$ cat config.mk
export PLATFORM = sky130hd
export DESIGN_NAME = mux_arbiter
export DESIGN_NICKNAME = d
export VERILOG_FILES = /design/src/rtl/mux_arbiter.sv
export SDC_FILE = /design/constraint.sdc
export NUM_CORES = 1
export LEC_CHECK = 0
export CAP_MARGIN = 0
export CORE_ASPECT_RATIO = 1.75
export CORE_MARGIN = 10
export CORE_UTILIZATION = 35
export DETAILED_ROUTE_END_ITERATION = 6
export GPL_TIMING_DRIVEN = 1
export PLACE_DENSITY = 0.78
export SYNTH_ARGS = -nofsm -noshare
export SYNTH_HDL_FRONTEND = slang
export SYNTH_SLANG_ARGS = --single-unit
$ cat constraint.sdc
create_clock -name clk -period 1.6 [get_ports clk]
set_input_delay 0.24 -clock clk [delete_from_list [all_inputs] [get_ports clk]]
set_output_delay 0.24 -clock clk [all_outputs]
set_load 0.005 [all_outputs]
$ cat src/rtl/mux_arbiter.sv
// Two-requester arbiter that drives a shared 2-way mux and registers the winning word onto one valid/ready channel.
// Optional feature: define MUX_ARB_RR_EN for round-robin contention; otherwise A has fixed priority.
`ifndef WORD
`define WORD 16
`endif

module mux_arbiter #(
  parameter int unsigned WIDTH = `WORD
) (
  input  logic             clk,
  input  logic             reset,
  input  logic             a_req,
  input  logic [WIDTH-1:0] a_data,
  output logic             a_ack,
  input  logic             b_req,
  input  logic [WIDTH-1:0] b_data,
  output logic             b_ack,
  output logic             control,
  output logic             out_valid,
  output logic [WIDTH-1:0] out_data,
  output logic             out_src,
  input  logic             out_ready
);

  typedef enum logic {IDLE = 1'b0, FULL = 1'b1} state_t;

  state_t           state;
  logic             control_q;
  logic             a_elig;
  logic             b_elig;
  logic             any_elig;
  logic             win;
  logic             cap;
  logic [WIDTH-1:0] mux_out;
`ifdef MUX_ARB_RR_EN
  logic             last;
`endif

  // A requester acked this cycle still shows its old word, so it is masked.
  always_comb begin
    a_elig   = a_req & ~a_ack;
    b_elig   = b_req & ~b_ack;
    any_elig = a_elig | b_elig;
`ifdef MUX_ARB_RR_EN
    win      = (a_elig && b_elig) ? ~last : b_elig;
`else
    win      = ~a_elig & b_elig;
`endif
    control  = reset ? 1'b0 : (any_elig ? win : control_q);
    mux_out  = control ? b_data : a_data;
    cap      = ((state == IDLE) || out_ready) && any_elig;
  end

  assign out_valid = (state == FULL);

  // Output register, one-cycle acks and select hold.
  always_ff @(posedge clk) begin
    if (reset) begin
      state     <= IDLE;
      out_data  <= '0;
      out_src   <= 1'b0;
      a_ack     <= 1'b0;
      b_ack     <= 1'b0;
      control_q <= 1'b0;
`ifdef MUX_ARB_RR_EN
      last      <= 1'b1;
`endif
    end else begin
      a_ack     <= cap & ~win;
      b_ack     <= cap & win;
      control_q <= control;
      if (cap) begin
        state    <= FULL;
        out_data <= mux_out;
        out_src  <= win;
`ifdef MUX_ARB_RR_EN
        last     <= win;
`endif
      end else if (out_ready) begin
        state <= IDLE;
      end
    end
  end

endmodule

==> summary.md, run 1 <==
| Metric | Value |
|---|---|
| Synth Area per Inst | around 8.3 µm² |
| GRT Overall Usage | 0.120 |
| Setup violators final | 0 |
| Worst setup EP type | output port |
| Global route overflow | 0 |
| Critical path data arrival time | 1.32 ns |
| Area grow syn2layout | 78.4% |
| Max clock buf depth | 2 |
| Flops & latches, synth | 21 |
| DR WL/cell | about 15 µm |
| Worst Max-Slew Pin Slew | a little over 0.3 ns |
| Startpoint types | input pin |
| Worst-path maximum fanout | 2 |
| Clock sinks | 21 |
| Final Hold Viols | 0 |
| # hold bufs at CTS | 0 |
| Synth Cell Area | between 800 and 900 µm² |
| Initial Util | 0.363 |
| Met2 wire length | 1590 µm |
| Drt pass-1 iters | 4 |
| VDD IR max | approximately 0.00055 V |
| Max-Cap Viols | 0 |
| Worst-Skew Late Latency | roughly 0.25 ns |
| DRT met1 WL | between 1000 and 1500 µm |
| Routability cong. | roughly 0.95 |
| I/O pin count | 58 |
| Status | finished clean |
| Sequential fraction of the synthesis area | 0.471 |
| WHS | approximately 0.53 ns |
| Die X | 58.2 µm |
| Dominant cells by area after synthesis | dfxtp_1 47%, nand2_1 13%, a31oi_1 12% |
| Clk root buf | clkbuf_8 |
| Rows | 24 |
| Max-slew violations | 0 |
| Number of DRC markers in iteration 0 | 17 |
| Crit path kind | in2out |
| Final Cell Area | about 1600 µm² |
| Die height | between 80 and 90 µm |
| Largest area contributor in the netlist | dfxtp_1 |
| Hold Path Class | reg2reg |
| Fin nets | approximately 210 |
| TritonCTS buffer count | 3 |
| Maximum clock frequency | around 0.64 GHz |
| Final WL | about 3000 µm |
| Drt via density | slightly above 5 |
| HPWL after detailed placement | between 2000 and 2500 µm |
| Min cycle time layout | 1.56 ns |
| CTS clk-pin slew, worst paths | around 0.07 ns |
| Leak pwr | 0.633 nW |
| DIE AREA | 5050 µm² |
| Worst Skew | ~0.0023 ns |
| P per Cell Area | 819 nW/µm² |
| RSZ-0062 raised after global routing | false |
| Relative slew margins | 0.797 |
| DR top layer | met4 |
| YS warnings | 0 |
| DR vias | roughly 1,000 |
| CTS tree | done |
| Initial antenna violation count | 0 |
| Final ANT Viol Nets | 0 |
| Core Area | 2460 µm² |
| Met3 routed WL | ~290 µm |
| ANT cells | 0 |
| Port buffer count | 57 |
| Tcrit/Tclk final | 0.973 |
| Post-synth cell types | 19 |
| Largest net degree at the start of global routing | 19 |
| Post-synth top area share | 0.471 |
| Synthesized netlist cell count | ~110 |
| Layout cells sized above 1 | 0.111 |
| First-pass GRT wire length | ~4900 µm |
| Dpl cell area | approximately 1500 µm² |
| DRC violations left | 0 |
| Syn nets | roughly 140 |
| Htree depth | 1 |
| Vias in the first global route | approximately 1,000 |
| Critical Path RT | roughly 1.4 ns |
## synth_stat cells (all sizes together)
master	count
a31oi	17
nor3	1
inv	3
a211oi	1
nor4	1
nor2b	3
o211ai	1
a21oi	2
nand2	32
dfxtp	21
nand2b	3
o21ai	16
buf	6
## report_power, final
part	switching, mW	internal [mW]
logic	0.138	0.238
registers	0.0277	0.575
clock network	0.150	0.177
## worst max-delay path: stages
cell,delay (ns)
clkdlybuf4s50_1,0.42
nor2b_4,0.15
o211ai_4,0.20
inv_4,0.04
dlygate4sd2_1,0.27
## sequential cells by signal, indices dropped and copies added (netlist names)
signal	flops
out_data	16
a_ack	1
b_ack	1
control_q	1
out_src	1
out_valid	1
## cell usage in the layout, fill, tap and decap left out
master,n
nand2b_4,1
o211ai_4,1
a21oi_4,1
nor4_1,1
o21ai_0,16
clkbuf_1,1
buf_12,2
clkdlybuf4s50_1,56
nor3_1,1
inv_4,1
nand2b_1,2
clkbuf_8,3
a31oi_1,17
a211oi_1,1
nor2b_4,1
buf_4,7
inv_2,2
dlygate4sd2_1,1
nand2_1,32
nor2b_1,2
a21oi_1,1
dfxtp_1,21
## final timing paths
| check | start | to | slack [ns] | cells after the start |
|---|---|---|---|---|
| setup / recovery | b_req | control | 0.04 | 5 |
| hold / removal | out_src | out_src | 0.53 | 2 |
| setup reg to reg | a_ack | out_data[1] | 0.28 | 6 |
| hold reg to reg | out_src | out_src | 0.53 | 2 |
## final cells by class
class / count / area, µm²
Tap cell: 26 / 32.5
Clock buffer: 4 / 45.0
Inverter: 3 / 13.8
Fill cell: 224 / 868
Timing Repair Buffer: 66 / 662
Sequential cell: 21 / 420
Multi-Input combinational cell: 77 / 420
## layer usage
metal / global-route usage / vias up
li1: - / 501
met1: 0.109 / 451
met2: 0.214 / 41
met3: 0.0615 / 2
met4: 0.0494 / 0
met5: 0 / -
## kinds of logic after synthesis
| logic type | after synthesis | synth area share |
|---|---|---|
| simple gates | 40 | 0.206 |
| buf+inv | 9 | 0.0588 |
| flops | 21 | 0.471 |
| compound gates | 37 | 0.265 |
## what timing repair did
action / in CTS / in global routing
endpoints found under the setup margin: 1 / 0
resized for setup: 1 / 0
endpoints found under the hold margin: 0 / 0
buffers inserted: 1 / 0
## metrics by stage
stage | total power [mW] | setup TNS (ns) | utilization | instances | setup slack, ns
final | 1.31 | 0 | 0.647 | 197 | 0.0426
after global routing | 1.39 | 0 | 0.647 | 197 | 0.00964
after CTS | 1.33 | 0 | 0.647 | 197 | 0.0324
after detailed placement | 0.993 | -1.31 | 0.627 | 192 | -0.213
after global placement | 0.983 | -0.629 | 0.627 | 192 | -0.209
after floorplan | 0.742 | 0 | - | 107 | 0.395
Power figures use the tool's default switching activity.
==> inputs of run 2 (changes only) <==
--- a/config.mk
+++ b/config.mk
@@ -8,10 +8,11 @@
 export CAP_MARGIN = 0
 export CORE_ASPECT_RATIO = 1.75
 export CORE_MARGIN = 10
-export CORE_UTILIZATION = 35
+export CORE_UTILIZATION = 32
 export DETAILED_ROUTE_END_ITERATION = 6
 export GPL_TIMING_DRIVEN = 1
-export PLACE_DENSITY = 0.78
+export PLACE_DENSITY = 0.75
+export SKIP_CTS_REPAIR_TIMING = 1
 export SYNTH_ARGS = -nofsm -noshare
 export SYNTH_HDL_FRONTEND = slang
 export SYNTH_SLANG_ARGS = --single-unit
==> constraint.sdc (replaced) <==
create_clock -name clk -period 1.4 [get_ports clk]
set_input_delay 0.21 -clock clk [delete_from_list [all_inputs] [get_ports clk]]
set_output_delay 0.21 -clock clk [all_outputs]
set_load 0.005 [all_outputs]
==> run 2 against run 1 <==
  * First-iteration DRC count grew 12%
  * Highest routed layer unchanged
  * Sequential cell count is the same
  * Clock power grew 17%
  * Critical path depth shrank 4
  * Routed wire length grew 8.4%
  * Cell count grew 1.0%
==> summary.md, run 2 (synthesis gave the netlist of run 1 again) <==
| Metric | Value |
|---|---|
| Largest net degree at the start of global routing | 25 |
| CTS tree | done |
| Routability cong. | about 0.75 |
| Final WL | about 3300 µm |
| Drt via density | around 5 |
| Delay-heaviest family, CP | buffers and inverters |
| Drt pass-1 iters | 4 |
| Maximum clock frequency | around 0.75 GHz |
| CP bufs+invs | 1 |
| Worst Skew | between 0.002 and 0.003 ns |
| Layout cells sized above 1 | 0.122 |
| Initial Util | 0.332 |
| TritonCTS buffer count | 3 |
| Area grow syn2layout | 81.9% |
| Number of DRC markers in iteration 0 | 19 |
| DR vias | between 1,000 and 1,500 |
| Final ANT Viol Nets | 0 |
| Clk root buf | clkbuf_8 |
| Final setup margin | 0.0674 ns |
| Crit path kind | reg2out |
| Clock sinks | 21 |
| HP Start | b_req |
| Min cycle time layout | about 1.3 ns |
| Die height | 89.9 µm |
| P per Cell Area | between 900 and 1000 nW/µm² |
| R2R Path Start | a_ack |
| Final Hold Viols | 0 |
| DR WL/cell | ~16 µm |
| Placed insts | 193 |
| VDD IR max | about 0.001 V |
| Worst Max-Slew Pin Slew | 0.280 ns |
| Fin cells | 199 |
| Fin nets | 210 |
| Worst r2r dst | out_data[3] |
| Critical Path RT | roughly 1.2 ns |
| Post-layout util | 0.604 |
| Max-Cap Viols | 0 |
| Hold Path Class | in2reg |
| First-pass GRT wire length | 5160 µm |
| Crit-path cells | clkdlybuf4s50_1 |
| Vias in the first global route | ~1,100 |
| ANT cells | 0 |
| R2R depth | 6 |
| HPWL after detailed placement | 2510 µm |
| Worst Hold Path Cells | 3 |
| CTS clk-pin slew, worst paths | ~0.070 ns |
| I/O pin count | 58 |
| Htree depth | 1 |
| Most frequent cells in the layout | 54 x clkdlybuf4s50_1, 32 x nand2_1, 20 x dfxtp_1, 17 x a31oi_1, 16 x o21ai_0 |
| Leak pwr | approximately 0.67 nW |
| Crit path largest cell delay | about 0.52 ns |
| Commonest non-fill, non-tap cell in the layout | clkdlybuf4s50_1 |
| Tcrit/Tclk final | 0.952 |
| Die X | roughly 60 µm |
| Reg-to-reg setup timing slack | ~0.10 ns |
| Global route overflow | 0 |
| Relative slew margins | 0.813 |
| Worst setup EP type | output port |
| Hold Path End | b_ack |
| Final Total Pwr | between 1.5 and 2 mW |
| Pre-CTS setup slack | -0.346 ns |
| Worst-Skew Late Latency | approximately 0.25 ns |
| Port buffer count | 57 |
| Max reg flops | 16 |
| Worst-path maximum fanout | 3 |
| Max clock buf depth | 2 |
| DIE AREA | between 5000 and 6000 µm² |
| Initial antenna violation count | 0 |
| Rows | 25 |
| Status | finished clean |
| Top reg by flops | out_data |
| Startpoint types | register |
| Max-slew violations | 0 |
| Setup TNS | 0 ns |
| DRC violations left | 0 |
| Setup violators final | 0 |
| GRT Overall Usage | 0.115 |
| Slowest-stage cell, CP | clkdlybuf4s50_1 |
| Core Area | 2690 µm² |
| Critical path data arrival time | ~1.1 ns |
[run 2: changes by cell type in the layout (fill, tap and decap cells not counted)]
cell and delta:
dlymetal6s2s_1 +3, buf_6 +2, clkdlybuf4s50_1 -2, buf_12 -1, buf_4 -1, clkbuf_16 +1
dfxtp_1 -1, dfxtp_2 +1, dlygate4sd2_1 -1
[run 2: worst max path at each step]
| stage | from | endpoint | slack (ns) | cells after the start |
|---|---|---|---|---|
| 2_1_floorplan | b_ack | out_data[10] | 0.19 | 6 |
| 3_3_place_gp | b_req | control | -0.32 | 5 |
| 3_5_place_dp | b_req | control | -0.35 | 5 |
| 4_1_cts | b_req | control | -0.36 | 5 |
| 5_1_grt | a_ack | out_data[3] | -0.005 | 6 |
| 6_report | out_valid | out_valid | 0.07 | 1 |
[run 2: power breakdown]
part | switching (mW) | internal (mW)
Clock | 0.180 | 0.202
Combinational | 0.168 | 0.281
Sequential | 0.0303 | 0.657
[run 2: area by class of cell]
type                    count  area (µm²)
flip-flops and latches     21         422
clock buffers               4        45.0
repair buffers             67         691
inverters                   3        13.8
well taps                  27        33.8
fillers                   247        1060
multi-input cells          77         420
[run 2: metrics by stage]
step	hold slack, ns	instance area (µm²)
6_report	0.395	1630
2_1_floorplan	0.279	893
3_5_place_dp	0.530	1530
3_3_place_gp	0.512	1530
4_1_cts	0.513	1580
5_1_grt	0.411	1630
[run 2: per-layer routing]
| metal | global-route usage | vias to the layer above | wire, µm |
|---|---|---|---|
| met5 | 0 | - | 0 |
| met4 | 0.0263 | 0 | 21 |
| met3 | 0.0408 | 2 | 259 |
| met2 | 0.209 | 35 | 1730 |
| met1 | 0.117 | 471 | 1250 |
| li1 | - | 503 | - |
==> inputs of run 3 (changes only) <==
--- a/config.mk
+++ b/config.mk
@@ -11,7 +11,7 @@
 export CORE_UTILIZATION = 32
 export DETAILED_ROUTE_END_ITERATION = 6
 export GPL_TIMING_DRIVEN = 1
-export PLACE_DENSITY = 0.75
+export PLACE_DENSITY = 0.71
 export SKIP_CTS_REPAIR_TIMING = 1
 export SYNTH_ARGS = -nofsm -noshare
 export SYNTH_HDL_FRONTEND = slang
==> run 3 against run 2 <==
  * Utilization grew 3.2 points
  * Worst setup slack worse by 0.065 ns
  * Cell count rose by 4.0%
  * Clock skew grew 0.0041 ns
==> summary.md, run 3 (synthesis gave the netlist of run 1 again) <==
| Metric | Value |
|---|---|
| WHS | slightly above 0.4 ns |
| Layout cells sized above 1 | 0.172 |
| DRC violations left | 0 |
| Clock sinks | 21 |
| Final Total Pwr | 1.56 mW |
| Initial Util | 0.332 |
| I/O pin count | between 50 and 60 |
| Max-Cap Viols | 0 |
| Final setup margin | between 0.002 and 0.0025 ns |
| Crit path kind | in2out |
| Htree depth | 1 |
| Combinational Power Share | 0.317 |
| Core Area | between 2000 and 3000 µm² |
| Clock share of power | 0.243 |
| Critical Path RT | approximately 1.2 ns |
| Min cycle time layout | approximately 1.4 ns |
| Worst Skew | 0.00690 ns |
| DR vias | 1,035 |
| Relative slew margins | 0.845 |
| Worst Max-Slew Pin Slew | around 0.23 ns |
| Area grow syn2layout | 91.6% |
| Initial antenna violation count | 0 |
| Status | finished clean |
| Commonest non-fill, non-tap cell in the layout | clkdlybuf4s50_1 |
| R2R Path Start | a_ack |
| Drt pass-1 iters | 4 |
| DR WL/cell | 15.3 µm |
| First-pass GRT wire length | 4820 µm |
| Fin nets | 218 |
| Global route overflow | 0 |
| R2R depth | 7 |
| Port buffer count | between 50 and 60 |
| Pint | around 1.2 mW |
| Sw frac | 0.244 |
| Tcrit/Tclk final | 0.998 |
| CTS tree | done |
| P per Cell Area | 912 nW/µm² |
| Final ANT Viol Nets | 0 |
| Pre-CTS setup slack | -0.377 ns |
| VDD IR max | ~0.00064 V |
| HPWL after detailed placement | 2420 µm |
| TritonCTS buffer count | 3 |
| Critical Path Source | b_req |
| Maximum clock frequency | about 0.7 GHz |
| Critical path data arrival time | ~1.2 ns |
| FILL cells | about 250 |
| Max reg flops | 16 |
| Hold Path Class | in2reg |
| Worst-Skew Late Latency | roughly 0.25 ns |
| Clk root buf | clkbuf_8 |
| Startpoint types | input pin |
| Top reg by flops | out_data |
| Drt via density | ~5.0 |
| Final WL | roughly 3200 µm |
| Worst-path maximum fanout | 2 |
| Setup violators final | 0 |
| Number of DRC markers in iteration 0 | 15 |
| Routability cong. | 0.707 |
| GRT Overall Usage | 0.112 |
| Largest net degree at the start of global routing | 19 |
| Switch Pwr | approximately 0.38 mW |
| Final Hold Viols | 0 |
| CTS clk-pin slew, worst paths | roughly 0.070 ns |
| Vias in the first global route | 1,048 |
| DIE AREA | around 5400 µm² |
| RSZ-0062 raised after global routing | true |
| ANT cells | 0 |
| Die height | ~90 µm |
| Worst setup EP type | output port |
| Most frequent cells in the layout | 54 x clkdlybuf4s50_1, 32 x nand2_1, 19 x dfxtp_1, 17 x a31oi_1, 16 x o21ai_0 |
| Max clock buf depth | 2 |
| Critical path endpoint | control |
| Max-slew violations | 0 |
| Reg-to-reg setup timing slack | around 0.09 ns |
| Die X | around 60 µm |
| Leak pwr | ~0.73 nW |
| Sequential share of power | 0.440 |
| Worst r2r dst | out_data[5] |
| Setup TNS | 0 ns |
| Rows | 25 |
[run 3: cell types whose count changed in the layout (fill, tap and decap cells not counted), sizes merged]
cell	delta
buf	+7
clkbuf	+1
[run 3: worst min path at each step]
| stage | cells after the start | start | end |
|---|---|---|---|
| final | 4 | a_req | a_ack |
| after global routing | 4 | a_req | a_ack |
| after CTS | 3 | b_data[1] | out_data[1] |
| after detailed placement | 2 | out_src | out_src |
| after global placement | 2 | out_src | out_src |
| after floorplan | 1 | reset | out_valid |
[run 3: stage by stage]
| step | area [µm²] | util | std cells |
|---|---|---|---|
| global route | 1710 | 0.636 | 207 |
| floorplan | 893 | - | 107 |
| finish | 1710 | 0.636 | 207 |
| global placement | 1560 | 0.580 | 195 |
| detailed placement | 1560 | 0.580 | 195 |
| CTS | 1600 | 0.596 | 199 |
[run 3: final cells by class]
class,instances,area [µm²],share of cell area
repair buffers,75,773,0.452
multi-input cells,77,423,0.247
inverters,3,13.8,0.00804
well taps,27,33.8,0.0197
flip-flops and latches,21,423,0.247
clock buffers,4,45.0,0.0263
[run 3: power groups by stage]
stage / logic (mW) / clock network, mW / registers, mW
after floorplan: 0.145 / 0 / 0.704
after global placement: 0.435 / 0 / 0.697
after detailed placement: 0.441 / 0 / 0.699
after CTS: 0.445 / 0.398 / 0.686
after global routing: 0.539 / 0.419 / 0.693
final: 0.495 / 0.380 / 0.686
[run 3: critical path, cell delays in order]
cell and delay (ns):
clkdlybuf4s50_1 0.43, nor2b_4 0.15, o211ai_4 0.19, inv_4 0.05
dlymetal6s2s_1 0.16
[run 3: layer usage]
layer	global-route usage	routed length [µm]
met1	0.107	1170
met2	0.191	1680
met3	0.0465	264
met4	0.0564	40
met5	0	0
